$ cat src/rtl/clk_div_pkg.sv
// clk_div_pkg: shared constants and helpers for the multi-channel clock/tick divider
package clk_div_pkg;
  localparam int MIN_DIV = 2;
  localparam int CNT_W_DEF = 32;
  localparam int DEFAULT_DIV_DEF = 50000;
  function automatic logic [31:0] ceil_half(input logic [31:0] n);
    return (n >> 1) + {31'b0, n[0]};
  endfunction
endpackage

$ cat src/rtl/clk_div_ch.sv
// clk_div_ch: one divider channel with shadowed divide ratio; CLK_DIV_SYNC_EN adds sync_clr
module clk_div_ch
  import clk_div_pkg::*;
#(
  parameter int CNT_W = CNT_W_DEF,
  parameter int DEFAULT_DIV = DEFAULT_DIV_DEF
) (
  input  logic             clk,
  input  logic             rst,
  input  logic             en,
`ifdef CLK_DIV_SYNC_EN
  input  logic             sync_clr,
`endif
  input  logic             wr,
  input  logic [CNT_W-1:0] wr_div,
  output logic             tick,
  output logic             clk_out
);
  localparam logic [CNT_W-1:0] RST_DIV = CNT_W'(DEFAULT_DIV);
  logic [CNT_W-1:0] cnt, div_act, div_shd, h;
  logic pend, wrap, half;
  assign h = CNT_W'(ceil_half(32'(div_act)));
  assign wrap = cnt == div_act - CNT_W'(1);
  assign half = cnt == h - CNT_W'(1);
  always_ff @(posedge clk or posedge rst) begin
    if (rst) begin
      cnt <= '0;
      div_act <= RST_DIV;
      div_shd <= RST_DIV;
      pend <= 1'b0;
      tick <= 1'b0;
      clk_out <= 1'b0;
    end else begin
`ifdef CLK_DIV_SYNC_EN
      if (sync_clr) begin
        cnt <= '0;
        tick <= 1'b0;
        clk_out <= 1'b0;
        div_act <= pend ? div_shd : div_act;
        div_shd <= wr ? wr_div : div_shd;
        pend <= wr;
      end else
`endif
      if (!en) begin
        cnt <= '0;
        tick <= 1'b0;
        clk_out <= 1'b0;
        if (wr) begin
          div_act <= wr_div;
          div_shd <= wr_div;
          pend <= 1'b0;
        end
      end else begin
        cnt <= wrap ? '0 : cnt + CNT_W'(1);
        tick <= wrap;
        clk_out <= wrap | (clk_out & ~half);
        // a write landing on the wrap edge takes effect for the very next period
        if (wrap) begin
          div_act <= wr ? wr_div : (pend ? div_shd : div_act);
          pend <= 1'b0;
        end else begin
          pend <= pend | wr;
        end
        if (wr) div_shd <= wr_div;
      end
    end
  end
endmodule

$ cat src/rtl/clk_div_multi.sv
// clk_div_multi: multi-channel programmable clock/tick divider with write decode
// CLK_DIV_SYNC_EN adds the sync_clr input that phase-aligns all channels
module clk_div_multi
  import clk_div_pkg::*;
#(
  parameter int NUM_CH = 4,
  parameter int CNT_W = CNT_W_DEF,
  parameter int DEFAULT_DIV = DEFAULT_DIV_DEF,
  localparam int CH_W = NUM_CH > 1 ? $clog2(NUM_CH) : 1
) (
  input  logic              clk,
  input  logic              rst,
  input  logic [NUM_CH-1:0] en,
`ifdef CLK_DIV_SYNC_EN
  input  logic              sync_clr,
`endif
  input  logic              wr_en,
  input  logic [CH_W-1:0]   wr_ch,
  input  logic [CNT_W-1:0]  wr_div,
  output logic              wr_err,
  output logic [NUM_CH-1:0] tick,
  output logic [NUM_CH-1:0] clk_out
);
  logic wr_ok;
  assign wr_ok = wr_en && ({1'b0, wr_ch} < (CH_W+1)'(NUM_CH)) && (wr_div >= CNT_W'(MIN_DIV));
  always_ff @(posedge clk or posedge rst) begin
    if (rst) wr_err <= 1'b0;
    else wr_err <= wr_en & ~wr_ok;
  end
  for (genvar c = 0; c < NUM_CH; c++) begin : g_ch
    clk_div_ch #(.CNT_W(CNT_W), .DEFAULT_DIV(DEFAULT_DIV)) u_ch (
      .clk(clk),
      .rst(rst),
      .en(en[c]),
`ifdef CLK_DIV_SYNC_EN
      .sync_clr(sync_clr),
`endif
      .wr(wr_ok && wr_ch == CH_W'(c)),
      .wr_div(wr_div),
      .tick(tick[c]),
      .clk_out(clk_out[c])
    );
  end
endmodule
$ cat config.mk
export PLATFORM = sky130hd
export DESIGN_NAME = clk_div_multi
export DESIGN_NICKNAME = d
export VERILOG_FILES = /design/src/rtl/clk_div_pkg.sv /design/src/rtl/clk_div_ch.sv /design/src/rtl/clk_div_multi.sv
export SDC_FILE = /design/constraint.sdc
export NUM_CORES = 1
export LEC_CHECK = 0
export CAP_MARGIN = 20
export CORE_MARGIN = 2
export CORE_UTILIZATION = 50
export DETAILED_ROUTE_END_ITERATION = 12
export DONT_BUFFER_PORTS = 1
export PLACE_DENSITY = 0.77
export SETUP_SLACK_MARGIN = 0.3
export SLEW_MARGIN = 15
export SYNTH_ARGS = -nofsm -noshare
export SYNTH_HDL_FRONTEND = slang
export SYNTH_HIERARCHICAL = 1
export SYNTH_SLANG_ARGS = --single-unit
export TNS_END_PERCENT = 30
$ cat constraint.sdc
create_clock -name clk -period 6.2 [get_ports clk]
set_clock_uncertainty 0.2 [all_clocks]
set_input_delay 0.93 -clock clk [delete_from_list [all_inputs] [get_ports clk]]
set_output_delay 0.93 -clock clk [all_outputs]
set_load 0.1 [all_outputs]
After elaboration in Yosys (flattened, before gate mapping)
Cells that the tools add are included.
- register bits: 397
- bits in latches: 0
- RAM bits: 0
- bits in read-only memories: 0
- input port bits: 41
- output and inout bits: 9
- word-level logic and storage cells: 141
- memories: 0
- add/sub/neg operators: 16
- multipliers: 0
- divide/modulo/power cells: 0
- $lt $le $gt $ge: 1
- equality and inequality tests: 19
- shift operators: 0
- multiplexer cells: 48
- bitwise gates (word level): 18
- reduce and logical (&&, ||, !) cells: 14
- operators by type and width (kind ; number):
    32-bit two-way mux ; 28
    32-bit equality test ; 8
    32-bit by 1-bit subtractor with 32-bit output, second input constant ; 8
    31-bit by 1-bit adder with 32-bit output ; 4
    32-bit by 1-bit adder with 32-bit output, second input constant ; 4
    32-bit by 2-bit >= comparator with 1-bit output, second input constant ; 1
    1-bit two-way mux ; 20
    3-bit by 1-bit inequality test with 1-bit output, second input constant ; 4
    3-bit AND reduction ; 4
    2-bit by 1-bit inequality test with 1-bit output, second input constant ; 4
    1-bit bitwise OR ; 8
    2-bit nonzero test ; 4
    1-bit AND ; 5
    1-bit logical AND ; 5
    1-bit inverter ; 5
    2-bit equality test, second input constant ; 2
    2-bit by 1-bit equality test with 1-bit output, second input constant ; 1
    2-bit logical NOT ; 1

Depth between registers and ports, before layout
Gate-level depths: netlist of the first run.
- depth in word-level cells: 7
- mapped depth: 13
- depth with buffers taken out: 12

Modules after synthesis
Netlist of the first run, hierarchy kept.
- by module, submodules not included (module ; instances ; cells an instance ; area each (µm²)):
    clk_div_ch (g_ch[1].u_ch ...) ; 3 ; 787 ; 7041.8
    clk_div_ch (g_ch[0].u_ch) ; 1 ; 654 ; 6413.7
    clk_div_multi ; 1 ; 22 ; 150.1

Worst setup path after synthesis of the first run
OpenSTA, ideal clock, no wires.
- path kind: flip-flop to flip-flop
- start point: register g_ch[1].u_ch.div_act[12]
- end point: register g_ch[1].u_ch.div_act[0]
- data arrival time: 3603 ps
- setup slack: 2317 ps
- cell stages (with the launch flop): 12
- path buffers: 3
- period minus slack after synthesis: 3883 ps
- cells stage by stage: dfrtp_1 -> buf_2 -> or4_4 -> or4_4 -> or4_1 -> a221o_1 -> nor4_2 -> nand4_2 -> or2_1 -> buf_2 -> buf_6 -> o211ai_2
- cells in the longest elaborated chain, start to end: 4
- elaborated cells between the ends (all ways): 5
- RTL lines (item ; RTL line ; RTL):
    start: declaration ; clk_div_ch.sv:20 ; logic [CNT_W-1:0] cnt, div_act, div_shd, h;
    start signal: assignment ; clk_div_ch.sv:49 ; div_act <= wr_div;
    start signal: assignment ; clk_div_ch.sv:59 ; div_act <= wr ? wr_div : (pend ? div_shd : div_act);
    32-bit by 1-bit subtractor with 32-bit output (*) ; clk_div_ch.sv:23 ; assign wrap = cnt == div_act - CNT_W'(1);
    32-bit equality test (*) ; clk_div_ch.sv:23 ;
    3-bit by 1-bit inequality test with 1-bit output (no line) / 2-bit by 1-bit inequality test with 1-bit output (equally long branches) ; - ;
    3-bit AND reduction (no line) (*) ; - ;
Mark *: on every way between the ends. The rest lies on a longest branch, timed or not.
A chain may end at the register's enable or synchronous reset.

Worst setup path after layout of the first run
- start point: register g_ch[3].u_ch.div_act[7]
- end point: register g_ch[3].u_ch.cnt[1]
- cells in the longest elaborated chain, start to end: 4
- RTL lines (item ; RTL line ; RTL):
    start: declaration ; clk_div_ch.sv:20 ;
    start signal: assignment ; clk_div_ch.sv:49 ;
    start signal: assignment ; clk_div_ch.sv:59 ;
    32-bit by 1-bit subtractor with 32-bit output ; clk_div_ch.sv:23 ;
    32-bit equality test ; clk_div_ch.sv:23 ;
    32-bit two-way mux ; clk_div_ch.sv:54 ; cnt <= wrap ? '0 : cnt + CNT_W'(1);
    32-bit two-way mux ; clk_div_ch.sv:44 ; if (!en) begin
    end signal: assignment ; clk_div_ch.sv:54 ;
    end: declaration ; clk_div_ch.sv:20 ;
Every way passes these cells.

==> results of run 1 <==
-- sequential cells by signal, indices dropped and copies added, names as in the netlist --
name               flops
wr_err                 1
g_ch.u_ch/div_shd    128
g_ch.u_ch/tick         4
g_ch.u_ch/div_act    128
g_ch.u_ch/cnt        128
g_ch.u_ch/clk_out      4
g_ch.u_ch/pend         4
-- kinds of logic after synthesis --
logic type | synth area share [%]
AND/OR/NAND/NOR | 22.0
AO/OA/AOI/OAI | 15.8
XOR/XNOR | 13.6
flip-flops | 36.1
buffers and inverters | 5.25
multiplexers | 6.45
adder cells (fa/ha/maj) | 0.723
-- worst max-delay path, delay by kind of cell (launching register included) --
kind                   cells  cell delay, ns
AO/OA/AOI/OAI              1            0.36
flip-flops                 1            0.53
AND/OR/NAND/NOR            7            3.35
buffers and inverters      1            0.29
-- layout by cell type (no fill, tap or decap), drive strengths merged, types with 39 or more instances in the layout --
cell,netlist,layout
dfrtp,349,349
or4,39,39
o211ai,202,202
xor2,201,201
a21oi,136,136
o21ai,54,54
mux2,136,136
xnor2,230,230
nor4,91,91
nor2,267,267
nand3,188,188
and3,120,120
nand4,67,67
nor3,61,61
dfstp,48,48
nand2,127,127
clkbuf,228,67
inv,39,39
-- worst max path at each step --
| stage | endpoint | cells past startpoint |
|---|---|---|
| after floorplan | g_ch[1].u_ch/div_act[0] | 11 |
| after global placement | g_ch[3].u_ch/cnt[1] | 9 |
| after detailed placement | g_ch[3].u_ch/cnt[1] | 9 |
| after CTS | g_ch[3].u_ch/cnt[1] | 9 |
| after global routing | g_ch[3].u_ch/cnt[1] | 9 |
| final | g_ch[3].u_ch/cnt[1] | 9 |
-- timing repair --
action,in CTS,in global routing
hold buffers,1,0
resized for setup,0,0
hold endpoints to repair,31,0
-- final cells by class --
class,count,area [sq um]
Sequential cell,397,9990
Clock inverter,13,121
Clock buffer,67,1280
Fill cell,4862,25800
Timing Repair Buffer,31,279
Inverter,39,156
Tap cell,704,881
Multi-Input combinational cell,2294,16300
-- power by group through the flow --
stage | clock network [mW] | logic [mW] | registers, mW
floorplan | 0 | 2.28 | 3.22
global placement | 0 | 2.11 | 3.85
detailed placement | 0 | 2.18 | 3.88
CTS | 2.67 | 2.20 | 3.84
global route | 2.75 | 2.43 | 3.94
finish | 2.60 | 2.21 | 3.88
-- per-stage QoR --
step	utilization, %	setup WS [ns]	hold slack (ns)
after detailed placement	50.3	1.43	0.285
after floorplan	-	2.32	0.272
after global placement	50.2	1.50	0.280
final	52.9	1.32	0.0805
after CTS	52.9	1.44	0.0780
after global routing	52.9	1.14	0.119
-- synthesized netlist by cell type, types with 13 or more instances --
cell type  instances
mux2i_1           25
nand3b_1          36
nand3_1          188
buf_2             36
dfrtp_1          349
and4_1            16
nor3b_1           13
and2_1            17
xor2_1           201
a31oi_1           35
dfstp_2           48
or3_1             35
nor4_1            78
ha_1              16
xnor2_1          230
nand2_1          126
nor3_1            60
o31ai_1           14
or4_1             33
a211oi_1          15
inv_1             39
and3_1           120
o211ai_2          87
nand4_1           63
o21ai_0           48
a21oi_1          136
clkbuf_1         225
o221a_1           30
buf_1             27
nor2_1           267
o211ai_1         115
mux2_2           134
-- per-layer routing --
layer,part of all wire (%),routed length [um],global-route usage (%),vias up
li1,-,-,-,10551
met1,43,34100,37.8,11532
met2,46,36800,44.3,875
met3,6.5,5210,3.83,190
met4,4.6,3640,12.3,0
met5,0,0,0,-
==> results_dict.tcl, run 1 <==
set metrics [dict create \
    status "finished, final reports clean" \
    drt-initial-drc-count 2235 \
    synth_cells 3037 \
    yosys.area.top_type "dfrtp_1" \
    clock_sinks 397 \
    gp_congestion 0.999 \
    ys_types 77 \
    cap_viol_max_count 0 \
    critPathLaunchType "flip-flop" \
    path_clk_slew_ns 0.06 \
    finalSetupTns_ns 0 \
    rows 86 \
    drt-vias-per-instance 6.53 \
    crit_chain "nor4_1 > nand4_1 > or4_1 > a221o_1 > nor4_2 > nand4_2 > buf_4 > or2_2 > and3_1" \
    syn-cell-area_sq_um 27700 \
    finalSetupViolCount 0 \
    critical_path_required_ns 6.47 \
    worst_path_max_delay_cell "nor4_1" \
    reg2reg_to "g_ch[3].u_ch/cnt[1]" \
    synthTopCellsByArea "dfrtp_1 (32%), xnor2_1 (7.3%), xor2_1 (6.4%), mux2_2 (5.4%), dfstp_2 (4.6%)" \
    power_density_nw_per_um2 299 \
    wl_per_cell_um 22.5 \
    pin_count 50 \
    start_util_pct 50.5 \
    rsz0062_at_grt "no" \
    cts-root-buf "clkbuf_16" \
    clkLatencyLatePin_ns 0.59 \
    fp.dieArea_sq_um 57300 \
    nets 2864 \
    drive_above_1_share_pct 15.0 \
    antenna_cells 0 \
    finalInstanceArea_sq_um 29000 \
    r2r_slack_ns 1.32 \
    crit_type "reg -> reg" \
    swShare_pct 35.8 \
    synth_async_sr_flop_share_pct 100 \
    drv_slew 0 \
    cts_setup_buffers 0 \
    vias 23148 \
    r2r_cells 9 \
    cts_buffers 44 \
    die_h_um 239 \
    groute.usage.overall_pct 27.8 \
    max_stage_delay_ns 0.85 \
    power_frac_clock_pct 29.9 \
    p_sw_mw 3.11 \
    grt_overflow 0 \
    critPathLaunch "g_ch[3].u_ch/div_act[7]" \
    synth_top_area_share_pct 31.5 \
    hpwl_um 54800 \
    firstDrtPassIters 6 \
    drc 0 \
    die_w_um 239 \
    slew_headroom_pct 22.6 \
    grt_max_degree 85 \
    antenna_found_initial 1 \
    place_area_sq_um 27600 \
    period_minus_slack_ns 4.88 \
    routed_wl_um 79800 \
    ant_nets 0 \
    hold_class "in -> async" \
    yosysSeqAreaShare_pct 36.1 \
    finalPower_mw 8.70 \
    area_delta_synth_final_pct 4.87 \
    grt_pass1_vias 22751 \
    power.internal_mw 5.58 \
    crit_arrival_ns 5.16 \
    cts_tree "done" \
    clockBufferDepth 3 \
    hold_viol 0 \
    io_buffers 0 \
    synth-edff-count 0 \
    combPwrFrac_pct 25.5 \
    ys.flop_type "dfrtp_1" \
    final_cells 3545 \
    synth.avg_cell_area_sq_um 9.12 \
    p_seq_share_pct 44.6 \
    htree_levels 2 \
    synth_nets 3094 \
    ys_seq_elements 397 \
    endpoint_kind "flip-flop" \
    crit_fanout 35 \
    post-route-period-util_pct 78.8 \
    post-place-cells 3464 \
    yosysWarnings 6 \
    tightest_slew_ns 1.15 \
    rr_startpoint "g_ch[3].u_ch/div_act[7]" \
    coreArea_sq_um 54900 \
    clock.fmax_mhz 205 \
    grt_pass1_wl_um 127000 \
    max-vdd-ir-drop_mv 0.175 \
    power_leakage_nw 10.8 \
]
(Power assumes the default switching activity.)
==> run 2: changes to the inputs <==
- PLACE_DENSITY: 0.77 -> 0.8
- clock period: 6.2 -> 4.3 ns (I/O delays scaled with it)
==> run 2 against run 1 <==
Global-route usage down 0.44 points; routed wire length decreased by 0.70%; count of clock-buffer cells in the layout shrank 5; critical path type unchanged; register-to-register slack got worse by 0.99 ns; setup slack worse by 0.99 ns; sequential power increased by 35%; core utilization is 2.1 points higher; non-clock buffer count increased by 118; sequential cell count did not move; highest routed layer is now met5; maximum frequency grew 23%.
==> results_dict.tcl, run 2 (synthesis gave the netlist of run 1 again) <==
set metrics [dict create \
    die_w_um 239 \
    timing.final.ws_setup_ns 0.330 \
    clock.fmax_mhz 252 \
    drt-vias-per-instance 6.51 \
    crit_arrival_ns 4.24 \
    htree_levels 2 \
    power_leakage_nw 11.4 \
    path_clk_slew_ns 0.06 \
    antenna_cells 0 \
    cts_tree "done" \
    hpwl_um 51700 \
    critical_path_required_ns 4.57 \
    coreArea_sq_um 54900 \
    drv_slew 0 \
    cts_buffers 43 \
    holdWs_ns 0.0262 \
    slew_headroom_pct 35.7 \
    ant_nets 0 \
    finalPower_mw 12.8 \
    routed_wl_um 79200 \
    reg.largest.list "g_ch.u_ch/cnt: 128 flops, g_ch.u_ch/div_act: 128 flops, g_ch.u_ch/div_shd: 128 flops" \
    wl_per_cell_um 21.6 \
    max-vdd-ir-drop_mv 0.293 \
    vias 23832 \
    status "finished, final reports clean" \
    tightest_slew_ns 0.964 \
    antenna_found_initial 1 \
    final_common_cell "dfrtp_1" \
    clockBufferDepth 3 \
    start_util_pct 50.5 \
    power_density_nw_per_um2 424 \
    firstDrtPassIters 6 \
    cts-root-buf "clkbuf_16" \
    post-route-period-util_pct 92.3 \
    critPathLaunchType "flip-flop" \
    grt_pass1_wl_um 126000 \
    period_minus_slack_ns 3.97 \
    clkLatencyLatePin_ns 0.59 \
    grt_overflow 0 \
    nets 2981 \
    final_cell_mix "dfrtp_1 (349), nor2_1 (267), xnor2_1 (230), xor2_1 (201), nand3_1 (188)" \
    hold_class "in -> reg" \
    hold_viol 0 \
    pre_cts_slack_ns 0.188 \
    pin_count 50 \
    drive_above_1_share_pct 17.3 \
    groute.usage.overall_pct 27.4 \
    gp_congestion 0.990 \
    area_delta_synth_final_pct 9.00 \
    cap_viol_max_count 0 \
    grt_pass1_vias 22721 \
    die_h_um 239 \
    io_buffers 0 \
    crit_fanout 34 \
    crit_type "reg -> reg" \
    rsz0062_at_grt "yes" \
    fp.dieArea_sq_um 57300 \
    finalSetupViolCount 0 \
    fillers 4736 \
    grt_max_degree 84 \
    drt-initial-drc-count 2472 \
    clock_sinks 397 \
    finalSetupTns_ns 0 \
    drc 0 \
    endpoint_kind "flip-flop" \
    rows 86 \
]
==> run 2: layout make-up <==
class                      instances  area (sq um)  share of cell area [%]
sequential                       397          9990                    33.1
tap                              704           881                    2.92
clock buffer                      62          1250                    4.15
clock inverter                    16           176                   0.585
inverter                          39           156                   0.518
multi-input combinational       2294         16300                    54.2
timing repair buffer             149          1380                    4.56
==> run 2: stage by stage <==
stage	cells	area (sq um)	util, %
global route	3661	30200	55.0
detailed placement	3541	28200	51.5
global placement	3541	28200	51.5
finish	3661	30200	55.0
floorplan	3037	27700	-
CTS	3654	30000	54.7
==> run 2: power by group <==
group / switching, mW / total [mW] / internal [mW]
clock network: 1.60 / 3.81 / 2.21
registers: 0.849 / 5.25 / 4.40
logic: 2.06 / 3.75 / 1.68
total: 4.52 / 12.8 / 8.29
==> run 2: final timing paths <==
kind,startpoint,endpoint,slack [ns],cells after the start
worst max-delay path,g_ch[1].u_ch/div_act[12],g_ch[1].u_ch/cnt[30],0.33,10
max in group asynchronous,rst,g_ch[0].u_ch/div_shd[21],2.18,3
min in group asynchronous,rst,g_ch[2].u_ch/div_shd[23],0.40,2
worst min-delay path,wr_div[1],g_ch[3].u_ch/div_act[1],0.03,2
worst min register to register,g_ch[3].u_ch/div_shd[2],g_ch[3].u_ch/div_shd[2],0.30,1
worst max register to register,g_ch[1].u_ch/div_act[12],g_ch[1].u_ch/cnt[30],0.33,10
==> run 2: layer usage <==
layer	GRT usage (%)	vias to the layer above	part of all wire (%)
li1	-	10788	-
met2	42.2	1012	45
met3	4.60	266	7.4
met4	15.8	2	6.3
met5	0	-	0.030
met1	36.4	11764	42
==> run 2: critical path: stages, from the launching register on <==
cell     delay, ns
dfrtp_1       0.38
or4_4         0.58
or4_4         0.54
or4_1         0.53
a221o_1       0.37
nor4_2        0.30
nand4_2       0.13
buf_4         0.31
o21ai_2       0.21
buf_12        0.20
nor2_1        0.07
==> run 2: repair_timing <==
action | in CTS | in global routing
hold endpoints to repair | 261 | 33
setup endpoints to repair | 72 | 172
pin swaps | 0 | 2
resized for setup | 3 | 8
hold buffers | 35 | 1
cloned | 0 | 2
setup buffers | 0 | 3
==> run 3: changes to the inputs <==
- REMOVE_ABC_BUFFERS: default -> 1
==> run 3 against run 2 <==
Critical path depth did not move; cell area up 0.33%; die area unchanged; hold slack worse by 0.0071 ns; sequential cell count unchanged; sequential share of layout area decreased by 0.11 points; cell count grew 0.22%; largest power group unchanged.
==> results_dict.tcl, run 3 (synthesis gave the netlist of run 1 again) <==
set metrics [dict create \
    status "finished, final reports clean" \
    finalSetupTns_ns 0 \
    grt_max_degree 82 \
    crit_arrival_ns 4.23 \
    critical_path_required_ns 4.57 \
    start_util_pct 50.5 \
    area_delta_synth_final_pct 9.36 \
    post-route-period-util_pct 92.1 \
    r2r_slack_ns 0.34 \
    groute.usage.overall_pct 29.1 \
    nets 2982 \
    routed_wl_um 84700 \
    drv_slew 0 \
    final_cell_mix "dfrtp_1 (349), nor2_1 (267), xnor2_1 (230), xor2_1 (201), nand3_1 (188)" \
    cts-root-buf "clkbuf_16" \
    path_clk_slew_ns 0.06 \
    reg2reg_to "g_ch[2].u_ch/cnt[16]" \
    coreArea_sq_um 54900 \
    clock_sinks 397 \
    fp.dieArea_sq_um 57300 \
    pre_cts_slack_ns 0.268 \
    grt_pass1_vias 22884 \
    finalInstanceArea_sq_um 30300 \
    vias 24131 \
    fillers 4659 \
    finalPower_mw 12.9 \
    io_buffers 0 \
    hold_class "in -> reg" \
    rr_startpoint "g_ch[2].u_ch/div_act[12]" \
    cap_viol_max_count 0 \
    critPathLaunch "g_ch[2].u_ch/div_act[12]" \
    gp_congestion 0.983 \
    drive_above_1_share_pct 17.4 \
    critPathLaunchType "flip-flop" \
    endpoint_kind "flip-flop" \
    hpwl_um 53600 \
    grt_overflow 0 \
    crit_type "reg -> reg" \
    clockBufferDepth 3 \
    crit_fanout 34 \
    reg.largest.list "g_ch.u_ch/cnt: 128 flops, g_ch.u_ch/div_act: 128 flops, g_ch.u_ch/div_shd: 128 flops" \
    r2r_cells 10 \
    timing.final.ws_setup_ns 0.338 \
    clock.fmax_mhz 252 \
    drt-vias-per-instance 6.58 \
    antenna_found_initial 7 \
    grt_pass1_wl_um 132000 \
    holdWs_ns 0.0191 \
    hold_viol 0 \
    tightest_slew_ns 1.01 \
    firstDrtPassIters 8 \
    slew_headroom_pct 32.3 \
    rsz0062_at_grt "yes" \
    place_area_sq_um 28200 \
    ant_nets 0 \
    cts_tree "done" \
    final_common_cell "dfrtp_1" \
    drt-initial-drc-count 2778 \
    wl_per_cell_um 23.1 \
    finalSetupViolCount 0 \
    die_w_um 239 \
    htree_levels 2 \
    power_density_nw_per_um2 427 \
    pin_count 50 \
    clkLatencyLatePin_ns 0.62 \
    drc 0 \
    power_leakage_nw 11.5 \
    die_h_um 239 \
    max-vdd-ir-drop_mv 0.282 \
    crit_end "g_ch[2].u_ch/cnt[16]" \
    period_minus_slack_ns 3.96 \
    cts_buffers 42 \
    rows 86 \
]
run 3: cell types whose count changed in the layout (fill, tap and decap cells not counted), moves of 3 or more:
cell	previous run	this run
diode_2	0	6
clkbuf_1	12	8
clkbuf_16	48	44
clkbuf_8	4	7
clkinv_2	6	9
clkinvlp_4	4	1
dlygate4sd3_1	36	39
run 3: how the worst min path moves through the flow:
stage / from / slack, ns / depth (start not counted) / to
2_1_floorplan: rst / 0.17 / 1 / wr_err
3_3_place_gp: rst / 0.18 / 1 / wr_err
3_5_place_dp: rst / 0.18 / 1 / wr_err
6_report: wr_div[1] / 0.02 / 2 / g_ch[1].u_ch/div_act[1]
5_1_grt: wr_div[20] / 0.008 / 1 / g_ch[1].u_ch/div_shd[20]
4_1_cts: wr_div[1] / 0.0005 / 2 / g_ch[1].u_ch/div_act[1]
run 3: critical path, stage by stage, from the launching register on:
cell	delay [ns]
dfrtp_1	0.38
or4_4	0.57
or4_4	0.54
or4_1	0.53
a221o_1	0.37
nor4_2	0.32
nand4_2	0.16
buf_6	0.25
o21ai_2	0.21
buf_4	0.21
nor2_1	0.08
run 3: report_power, final:
part	internal (mW)	switching [mW]	leakage, nW
logic	1.68	2.07	5.94
clock network	2.25	1.64	0.721
registers	4.40	0.910	4.82
run 3: timing repair:
item | in CTS | in global routing
setup buffers | 0 | 5
setup endpoints to repair | 7 | 165
pin swaps | 0 | 2
hold buffers | 39 | 0
gates resized for setup | 2 | 10
gates cloned | 0 | 2
endpoints found under the hold margin | 314 | 0
run 3: layout make-up:
| type | count | area, sq um | share of cell area (%) |
|---|---|---|---|
| Multi-Input combinational cell | 2294 | 16300 | 54.0 |
| Sequential cell | 397 | 9990 | 33.0 |
| Timing Repair Buffer | 151 | 1420 | 4.68 |
| Clock buffer | 57 | 1180 | 3.89 |
| Tap cell | 704 | 881 | 2.91 |
| Clock inverter | 21 | 292 | 0.963 |
| Inverter | 39 | 156 | 0.516 |
| Antenna cell | 6 | 15.0 | 0.0496 |
run 3: metrics by stage:
stage,util (%),instances
5_1_grt,55.2,3663
3_5_place_dp,51.4,3537
2_1_floorplan,-,2730
3_3_place_gp,51.4,3537
4_1_cts,54.8,3654
6_report,55.2,3669
run 3: metal layers:
layer	routed length [um]	track usage, %	vias to the layer above
li1	-	-	10804
met1	34000	39.2	11841
met2	38000	44.6	1209
met3	7890	5.30	277
met4	4790	14.9	0
met5	0	0	-
